`src/rtl/traffic_light_controller_n.sv`:
```
// Purpose: N-phase intersection signal controller with round-robin service, min/max green, yellow, all-red clearance, emergency preempt.
// Latency: a sensor sampled at an edge from IDLE shows green on the following cycle; all outputs decode from registered state.
// Backpressure: none; requests are latched in pending until served, so one-cycle sensor pulses are never dropped.
//
// Ports:
//   clk            rising-edge clock
//   reset          synchronous, active-low
//   sensor         per-phase traffic present
//   preempt        emergency request; preempt_phase selects the target (out-of-range -> phase 0)
//   lights         2 bits per phase at [2i+1:2i]: red=00, yellow=01, green=10
//   active_phase   phase in GREEN or YELLOW, else 0
//   active_valid   high in GREEN or YELLOW
//   preempt_ack    high while preempt holds its target phase on green
module traffic_light_controller_n #(
    parameter int N_PHASES  = 5,
    parameter int GREEN_MIN = 5,
    parameter int GREEN_MAX = 10,
    parameter int YELLOW_T  = 2,
    parameter int ALLRED_T  = 1,
    localparam int PW    = (N_PHASES > 1) ? $clog2(N_PHASES) : 1,
    localparam int MAXT0 = (GREEN_MAX > YELLOW_T) ? GREEN_MAX : YELLOW_T,
    localparam int MAXT  = (MAXT0 > ALLRED_T) ? MAXT0 : ALLRED_T,
    localparam int CW    = $clog2(MAXT + 1)
) (
    input  logic                    clk,
    input  logic                    reset,
    input  logic [N_PHASES-1:0]     sensor,
    input  logic                    preempt,
    input  logic [PW-1:0]           preempt_phase,
    output logic [2*N_PHASES-1:0]   lights,
    output logic [PW-1:0]           active_phase,
    output logic                    active_valid,
    output logic                    preempt_ack
);

    if (N_PHASES < 2 || N_PHASES > 16) begin : g_bad_n
        $error("traffic_light_controller_n: N_PHASES must be 2..16");
    end
    if (GREEN_MIN < 1 || GREEN_MAX < GREEN_MIN) begin : g_bad_green
        $error("traffic_light_controller_n: need 1 <= GREEN_MIN <= GREEN_MAX");
    end
    if (YELLOW_T < 1 || ALLRED_T < 1) begin : g_bad_clear
        $error("traffic_light_controller_n: YELLOW_T and ALLRED_T must be >= 1");
    end

    typedef enum logic [1:0] {ST_IDLE, ST_GREEN, ST_YELLOW, ST_ALLRED} state_e;

    state_e                 state_q, state_d;
    logic [PW-1:0]          phase_q, phase_d;
    logic [CW-1:0]          cnt_q, cnt_d;
    logic [N_PHASES-1:0]    pending_q, pending_d;
    logic [PW-1:0]          rr_q, rr_d;
    logic                   pre_q, pre_d;     // current green was held by preempt: GREEN_MIN counts as met
    logic                   ack_q, ack_d;

    logic [N_PHASES-1:0]    req;
    logic [N_PHASES-1:0]    others;
    logic [PW-1:0]          win;
    logic [PW-1:0]          win_next;
    logic                   win_vld;
    logic [PW-1:0]          pre_tgt;
    logic                   grant;
    logic                   min_ok;
    int                     scan_idx;

    // Widen before comparing so the range check stays meaningful when N_PHASES is a power of two.
    function automatic logic [PW-1:0] clamp_phase(input logic [PW-1:0] v);
        logic [31:0] w;
        w = {{(32-PW){1'b0}}, v};
        if (w < 32'(N_PHASES)) return v;
        return '0;
    endfunction

    assign req     = pending_q | sensor;
    assign pre_tgt = clamp_phase(preempt_phase);

    // Round-robin search from rr upward; scanning offsets high-to-low lets the lowest offset win.
    always_comb begin : arb
        win      = '0;
        win_vld  = 1'b0;
        scan_idx = 0;
        for (int k = N_PHASES - 1; k >= 0; k--) begin
            scan_idx = int'(rr_q) + k;
            if (scan_idx >= N_PHASES) scan_idx = scan_idx - N_PHASES;
            if (req[PW'(scan_idx)]) begin
                win_vld = 1'b1;
                win     = PW'(scan_idx);
            end
        end
        if (int'(win) + 1 >= N_PHASES) win_next = '0;
        else                           win_next = win + PW'(1);
    end

    always_comb begin : fsm
        state_d   = state_q;
        phase_d   = phase_q;
        cnt_d     = cnt_q;
        rr_d      = rr_q;
        pre_d     = pre_q;
        grant     = 1'b0;
        others    = req;
        others[phase_q] = 1'b0;
        min_ok    = (cnt_q >= CW'(GREEN_MIN)) || pre_q;

        // The green phase never latches its own sensor; its bit is already clear from the grant.
        pending_d = pending_q | sensor;
        if (state_q == ST_GREEN) pending_d[phase_q] = pending_q[phase_q];

        unique case (state_q)
            ST_IDLE: begin
                if (preempt || win_vld) grant = 1'b1;
            end
            ST_GREEN: begin
                if (cnt_q < CW'(GREEN_MAX)) cnt_d = cnt_q + CW'(1);
                if (preempt) begin
                    if (phase_q != pre_tgt) begin
                        state_d = ST_YELLOW;
                        cnt_d   = CW'(1);
                        pre_d   = 1'b0;
                    end else begin
                        pre_d   = 1'b1;
                    end
                end else if ((|others) &&
                             ((min_ok && !sensor[phase_q]) || cnt_q >= CW'(GREEN_MAX))) begin
                    state_d = ST_YELLOW;
                    cnt_d   = CW'(1);
                    pre_d   = 1'b0;
                end
            end
            ST_YELLOW: begin
                if (cnt_q >= CW'(YELLOW_T)) begin
                    state_d = ST_ALLRED;
                    cnt_d   = CW'(1);
                end else begin
                    cnt_d   = cnt_q + CW'(1);
                end
            end
            ST_ALLRED: begin
                if (cnt_q >= CW'(ALLRED_T)) begin
                    if (preempt || win_vld) begin
                        grant = 1'b1;
                    end else begin
                        state_d = ST_IDLE;
                        cnt_d   = '0;
                    end
                end else begin
                    cnt_d = cnt_q + CW'(1);
                end
            end
            default: state_d = ST_IDLE;
        endcase

        // Preempt grants bypass the rotation so normal service resumes where it left off.
        if (grant) begin
            state_d = ST_GREEN;
            cnt_d   = CW'(1);
            if (preempt) begin
                phase_d = pre_tgt;
                pre_d   = 1'b1;
            end else begin
                phase_d = win;
                rr_d    = win_next;
                pre_d   = 1'b0;
            end
            pending_d[phase_d] = 1'b0;
        end

        ack_d = (state_d == ST_GREEN) && preempt && (phase_d == pre_tgt);
    end

    always_ff @(posedge clk) begin
        if (!reset) begin
            state_q   <= ST_IDLE;
            phase_q   <= '0;
            cnt_q     <= '0;
            pending_q <= '0;
            rr_q      <= '0;
            pre_q     <= 1'b0;
            ack_q     <= 1'b0;
        end else begin
            state_q   <= state_d;
            phase_q   <= phase_d;
            cnt_q     <= cnt_d;
            pending_q <= pending_d;
            rr_q      <= rr_d;
            pre_q     <= pre_d;
            ack_q     <= ack_d;
        end
    end

    always_comb begin : out_dec
        lights       = '0;
        active_valid = (state_q == ST_GREEN) || (state_q == ST_YELLOW);
        active_phase = active_valid ? phase_q : '0;
        if (state_q == ST_GREEN)  lights[{phase_q, 1'b0} +: 2] = 2'b10;
        if (state_q == ST_YELLOW) lights[{phase_q, 1'b0} +: 2] = 2'b01;
        preempt_ack  = ack_q;
    end

endmodule

```
`config.mk`:
```
export PLATFORM = sky130hd
export DESIGN_NAME = traffic_light_controller_n
export DESIGN_NICKNAME = d
export VERILOG_FILES = /design/src/rtl/traffic_light_controller_n.sv
export SDC_FILE = /design/constraint.sdc
export NUM_CORES = 1
export LEC_CHECK = 0
export ABC_CLOCK_PERIOD_IN_PS = 10000
export BUFFER_PORTS_ARGS = -buffer_cell sky130_fd_sc_hd__buf_2
export CAP_MARGIN = 10
export CORE_UTILIZATION = 45
export DETAILED_ROUTE_END_ITERATION = 12
export HOLD_SLACK_MARGIN = 0.03
export SLEW_MARGIN = 20
export SYNTH_ARGS = -nofsm -noshare
export SYNTH_HDL_FRONTEND = slang
export SYNTH_SLANG_ARGS = --single-unit
```
`constraint.sdc`:
```
create_clock -name clk -period 10 [get_ports clk]
set_input_delay 0 -clock clk [delete_from_list [all_inputs] [get_ports clk]]
set_output_delay 0 -clock clk [all_outputs]
set_load 0.02 [all_outputs]
```
* Yosys cells after proc, flatten, opt, wreduce, memory -nomap -nowiden
Cells that the tools add are included.
Operators by class: $add $sub $neg 13, order comparisons 21, eq/ne operators 8, shift-type cells 3, muxes and demuxes 78, bitwise operators 8, reduce and logical (&&, ||, !) cells 22
Operators by type and width (number):
- 2-to-1 mux 3 bit | 17
- 2-to-1 mux 1 bit | 29
- 2-to-1 mux 4 bit | 7
- less-than comparator 3 x 5 -> 1 bit (second input constant) | 5
- greater-or-equal comparator 4 x 3 -> 1 bit (second input constant) | 6
- binary-select mux 1 bit (select 3 bit) | 7
- 2-to-1 mux 10 bit | 2
- variable part select 2 x 6 -> 10 bit (first input constant) | 2
- subtractor 3 bit (second input constant) | 5
- 2-to-1 mux 2 bit | 7
- case mux 4 bit (3 select lines) | 1
- bitwise AND 10 bit | 1
- bitwise AND 5 bit | 2
- bitwise mux 10 bit | 1
- 2-to-1 mux 5 bit | 2
- inverter 5 bit | 2
- variable shift 2 x 6 -> 10 bit (first input constant) | 1
- adder 3 x 1 -> 4 bit (second input constant) | 2
- adder 3 x 2 -> 4 bit (second input constant) | 2
- less-than comparator 3 x 4 -> 1 bit (second input constant) | 2
- AND reduction 2 bit | 4
- demux 1 bit (select 3 bit) | 2
- greater-or-equal comparator 3 x 1 -> 1 bit (second input constant) | 2
- logical AND 1 bit | 6
- 29 further kinds | 36
Word-level totals: register bits after elaboration 19, input port bits 11

* Logic depth before layout (Yosys ltp)
depth after elaboration 23, mapped depth 18, gate-level depth less buffers 16

* Least setup slack after synthesis
OpenSTA, ideal clock, no wires.
path kind reg2reg, start point register rr_q[1], end point register rr_q[0], setup time 0.060 ns, arrival time 3.655 ns, required time 9.940 ns, path slack 6.284 ns, cell stages (with the launch flop) 17, clock period less this slack 3.716 ns, cells stage by stage dfxtp_1 buf_4 inv_1 ha_1 ha_1 clkbuf_1 or3_1 o32a_1 o211ai_2 mux2_2 o211a_1 o22ai_4 inv_1 ha_1 and3_1 nor4_4 a32o_1
Between the ends: longest elaborated chain between the ends 16, elaborated cells between the ends (all ways) 53, classes of those cells 11 x add/sub; 6 x order compare; 34 x mux; 2 x reduce/logical
RTL lines:
- start: declaration | line 52 | logic [PW-1:0] rr_q, rr_d;
- start signal: assignment | line 185 | rr_q <= rr_d;
- branches (longest 16 deep; another with adder 3 x 3 -> 4 bit)
Parallel ways; which one is timed is not known. The select of a mux whose other input is x is not followed. A chain may end at the register's enable or synchronous reset.

* Worst setup path in the final report
start point register rr_q[1], end point register rr_q[1]
Same word-level chain as after synthesis.

==> impl_metrics.toml <==
[synthesis]
ys_types = 85
syn_nets = 419
synthCells = 383
ys_ff_latch = 19
syn_area_um2 = 2960
yosys-top-cells-area = "dfxtp_1 13%, ha_1 10%, nor2_1 4.6%"
synth_area_per_cell_um2 = 7.74
yosys.cell_count.top_type = "nor2_1"
synth.top_cell.area_share_pct = 12.8
synth-edff-count = 0
yosysSeqAreaShare_pct = 12.8
yosys.area.top_type = "dfxtp_1"
synth_top_flop_cell = "dfxtp_1"
synth-async-reset-ratio_pct = 0
yosys-top-cells-count = "36 x nor2_1, 27 x nand2_1, 24 x ha_1"
ys.warnings.count = 0

[cells_and_area]
area_delta_synth_final_pct = 4.43
multi_input_area_um2 = 2360
fin_nets = 425
n_antenna_cell = 0
filler_cell_count = 641
drive_above_1_share_pct = 16.0
seq_area_um2 = 380
finalInstanceArea_um2 = 3100

[sta]
slew_viol_final = 0
period_share_pct = 44.9
grt_setup_unrepaired = "false"
worstMarginPinSlew_ps = 637
fin_setup_tns_ps = 0
fmax_ghz = 0.223
clock_skew_ps = 7.94
setup_violations = 0
fin_crit_ps = 4490
finalHoldViolations = 0
slew_headroom_pct = 57.2
whs_ps = 65.7
final.setup.worst_slack_ps = 5510

[clocking]
cts_tree = "built"
cts_resized = 0
cts_buffer_depth = 2
numCtsBuffers = 3
cts.sinks = 19
clk_latency_ps = 260
postCtsSetupBuffers = 0
path_clk_slew_ps = 80
h-tree-depth = 1
cts_hold_buf = 0
cts_root_buf = "clkbuf_8"

[routing]
vias = 2999
wl_um = 8320
wl_per_cell_um = 17.9
drtIter0Drc = 196
drt_first_pass_iters = 5
drc = 0
via_per_inst = 6.45
final_antenna_net_count = 0

[global_route]
gr-total-overflow = 0
busiest_layer = "met2"
met3_usage_pct = 2.19
antenna_found_initial = 0
grt_first_pass_wirelength_um = 13700
grt_usage_pct = 24.0
grtUsageMet2_pct = 39.9
grt_use_met1_pct = 33.3
grt_pass1_vias = 2744
grt_max_degree = 32

[status]
run_status = "finished, final reports clean"

[pwr]
worst_ir_drop_vdd_mv = 0.155
p_per_area_nw_per_um2 = 343
p_clk_share_pct = 5.2
p_sw_mw = 0.600
swShare_pct = 56.5
comb_power_share_pct = 81.0
p_leak_nw = 1.27
internal-power_mw = 0.462
sequentialPowerShare_pct = 13.8

[worst_setup_path]
cp.arrival_ps = 4700
worstPathRequired_ps = 10210
worst-path-max-fanout = 13
r2r_setup_slack_ps = 5510
end_kind = "flop"
worst_setup_path_start_kind = "flop"
criticalPathCategory = "flop to flop"

[die]
io-pin-count = 26
die_w_um = 83.2
start_util_pct = 46.7
rows = 29
die_h_um = 83.2
coreArea_um2 = 6350
dieArea_um2 = 6920

[run]
maxCapViolCount = 0

[placement]
port_buffers = 25
dp_hpwl_um = 6330
dpl_cell_area_um2 = 3050
place_ws_ps = 5590
place_congestion = 0.885

[hold_path]
hold_path.class = "input pin to flop"
==> cells by family after synthesis <==
logic type      share of synthesized area [%]
simple gates                             29.5
buf+inv                                  7.51
mux                                      4.90
fa+ha+maj                                10.8
flops                                    12.8
compound gates                           32.9
xor+xnor                                 1.48
==> critical path, stage by stage, from the launching register on <==
cell	delay, ps
dfxtp_1	720
inv_1	320
ha_1	280
ha_1	430
or2_2	360
o211ai_1	220
o32a_1	270
o211ai_2	180
mux2_2	320
o211a_1	250
o22ai_4	200
inv_1	70
ha_1	220
and3_1	200
nor4_4	230
a32o_1	160
==> flip-flops by register name (all words and copies together) (netlist names) <==
signal,flops
cnt_q,4
pending_q,5
phase_q,3
pre_q,1
rr_q,3
state_q,2
preempt_ack,1
==> power by group through the flow <==
stage | Sequential, mW | Combinational [mW] | Clock [mW]
final | 0.146 | 0.860 | 0.0556
after global routing | 0.153 | 0.938 | 0.0613
after CTS | 0.145 | 0.847 | 0.0571
after detailed placement | 0.147 | 0.840 | 0
after global placement | 0.147 | 0.834 | 0
after floorplan | 0.123 | 0.702 | 0
==> placed cells by master, fill, tap and decap left out, types with 3 or more instances in the layout <==
| cell | n |
|---|---|
| clkbuf_8 | 3 |
| a31oi_1 | 6 |
| and3_1 | 3 |
| inv_1 | 18 |
| dfxtp_1 | 19 |
| xor2_1 | 3 |
| or3_1 | 5 |
| o211a_1 | 3 |
| nand4_1 | 6 |
| nor3_1 | 15 |
| o31a_1 | 4 |
| a41oi_1 | 3 |
| nand3_1 | 10 |
| nor4_1 | 5 |
| and2_1 | 11 |
| mux2i_1 | 3 |
| or2_2 | 3 |
| mux2_2 | 5 |
| a32oi_1 | 4 |
| o21ai_0 | 18 |
| nand2b_1 | 6 |
| buf_2 | 25 |
| ha_1 | 24 |
| a21oi_1 | 18 |
| a21o_1 | 5 |
| o21a_1 | 4 |
| nor3b_1 | 5 |
| nor2_2 | 3 |
| nor2_1 | 36 |
| o31ai_1 | 7 |
| o211ai_1 | 7 |
| a211oi_1 | 7 |
| and3b_1 | 3 |
| o221ai_1 | 3 |
| nand2_1 | 27 |
==> final timing paths <==
check	end	cells past startpoint	from
setup / recovery	rr_q[1]$_SDFFE_PN0P_	15	rr_q[1]$_SDFFE_PN0P_
hold / removal	state_q[0]$_SDFF_PN0_	2	reset
setup reg to reg	rr_q[1]$_SDFFE_PN0P_	15	rr_q[1]$_SDFFE_PN0P_
hold reg to reg	pre_q$_SDFFE_PN0P_	2	pre_q$_SDFFE_PN0P_
==> cell type report <==
class | instances | area share [%]
repair buffers | 26 | 4.28
inverters | 21 | 2.55
multi-input cells | 318 | 76.3
well taps | 77 | 3.11
flip-flops and latches | 19 | 12.3
clock buffers | 3 | 1.33
clock inverters | 1 | 0.162
==> layer usage <==
metal / vias up / wire length [µm]
met4: 0 / 129
met1: 1418 / 3850
met2: 114 / 3890
met3: 12 / 450
li1: 1455 / -
met5: - / 0
==> through the flow <==
step	total power, mW	utilization [%]	cells
finish	1.06	48.7	465
CTS	1.05	48.7	465
floorplan	0.824	-	383
global placement	0.981	48.0	461
global route	1.15	48.7	465
detailed placement	0.987	48.0	461
No activity file was read; power rests on OpenSTA's default activity.
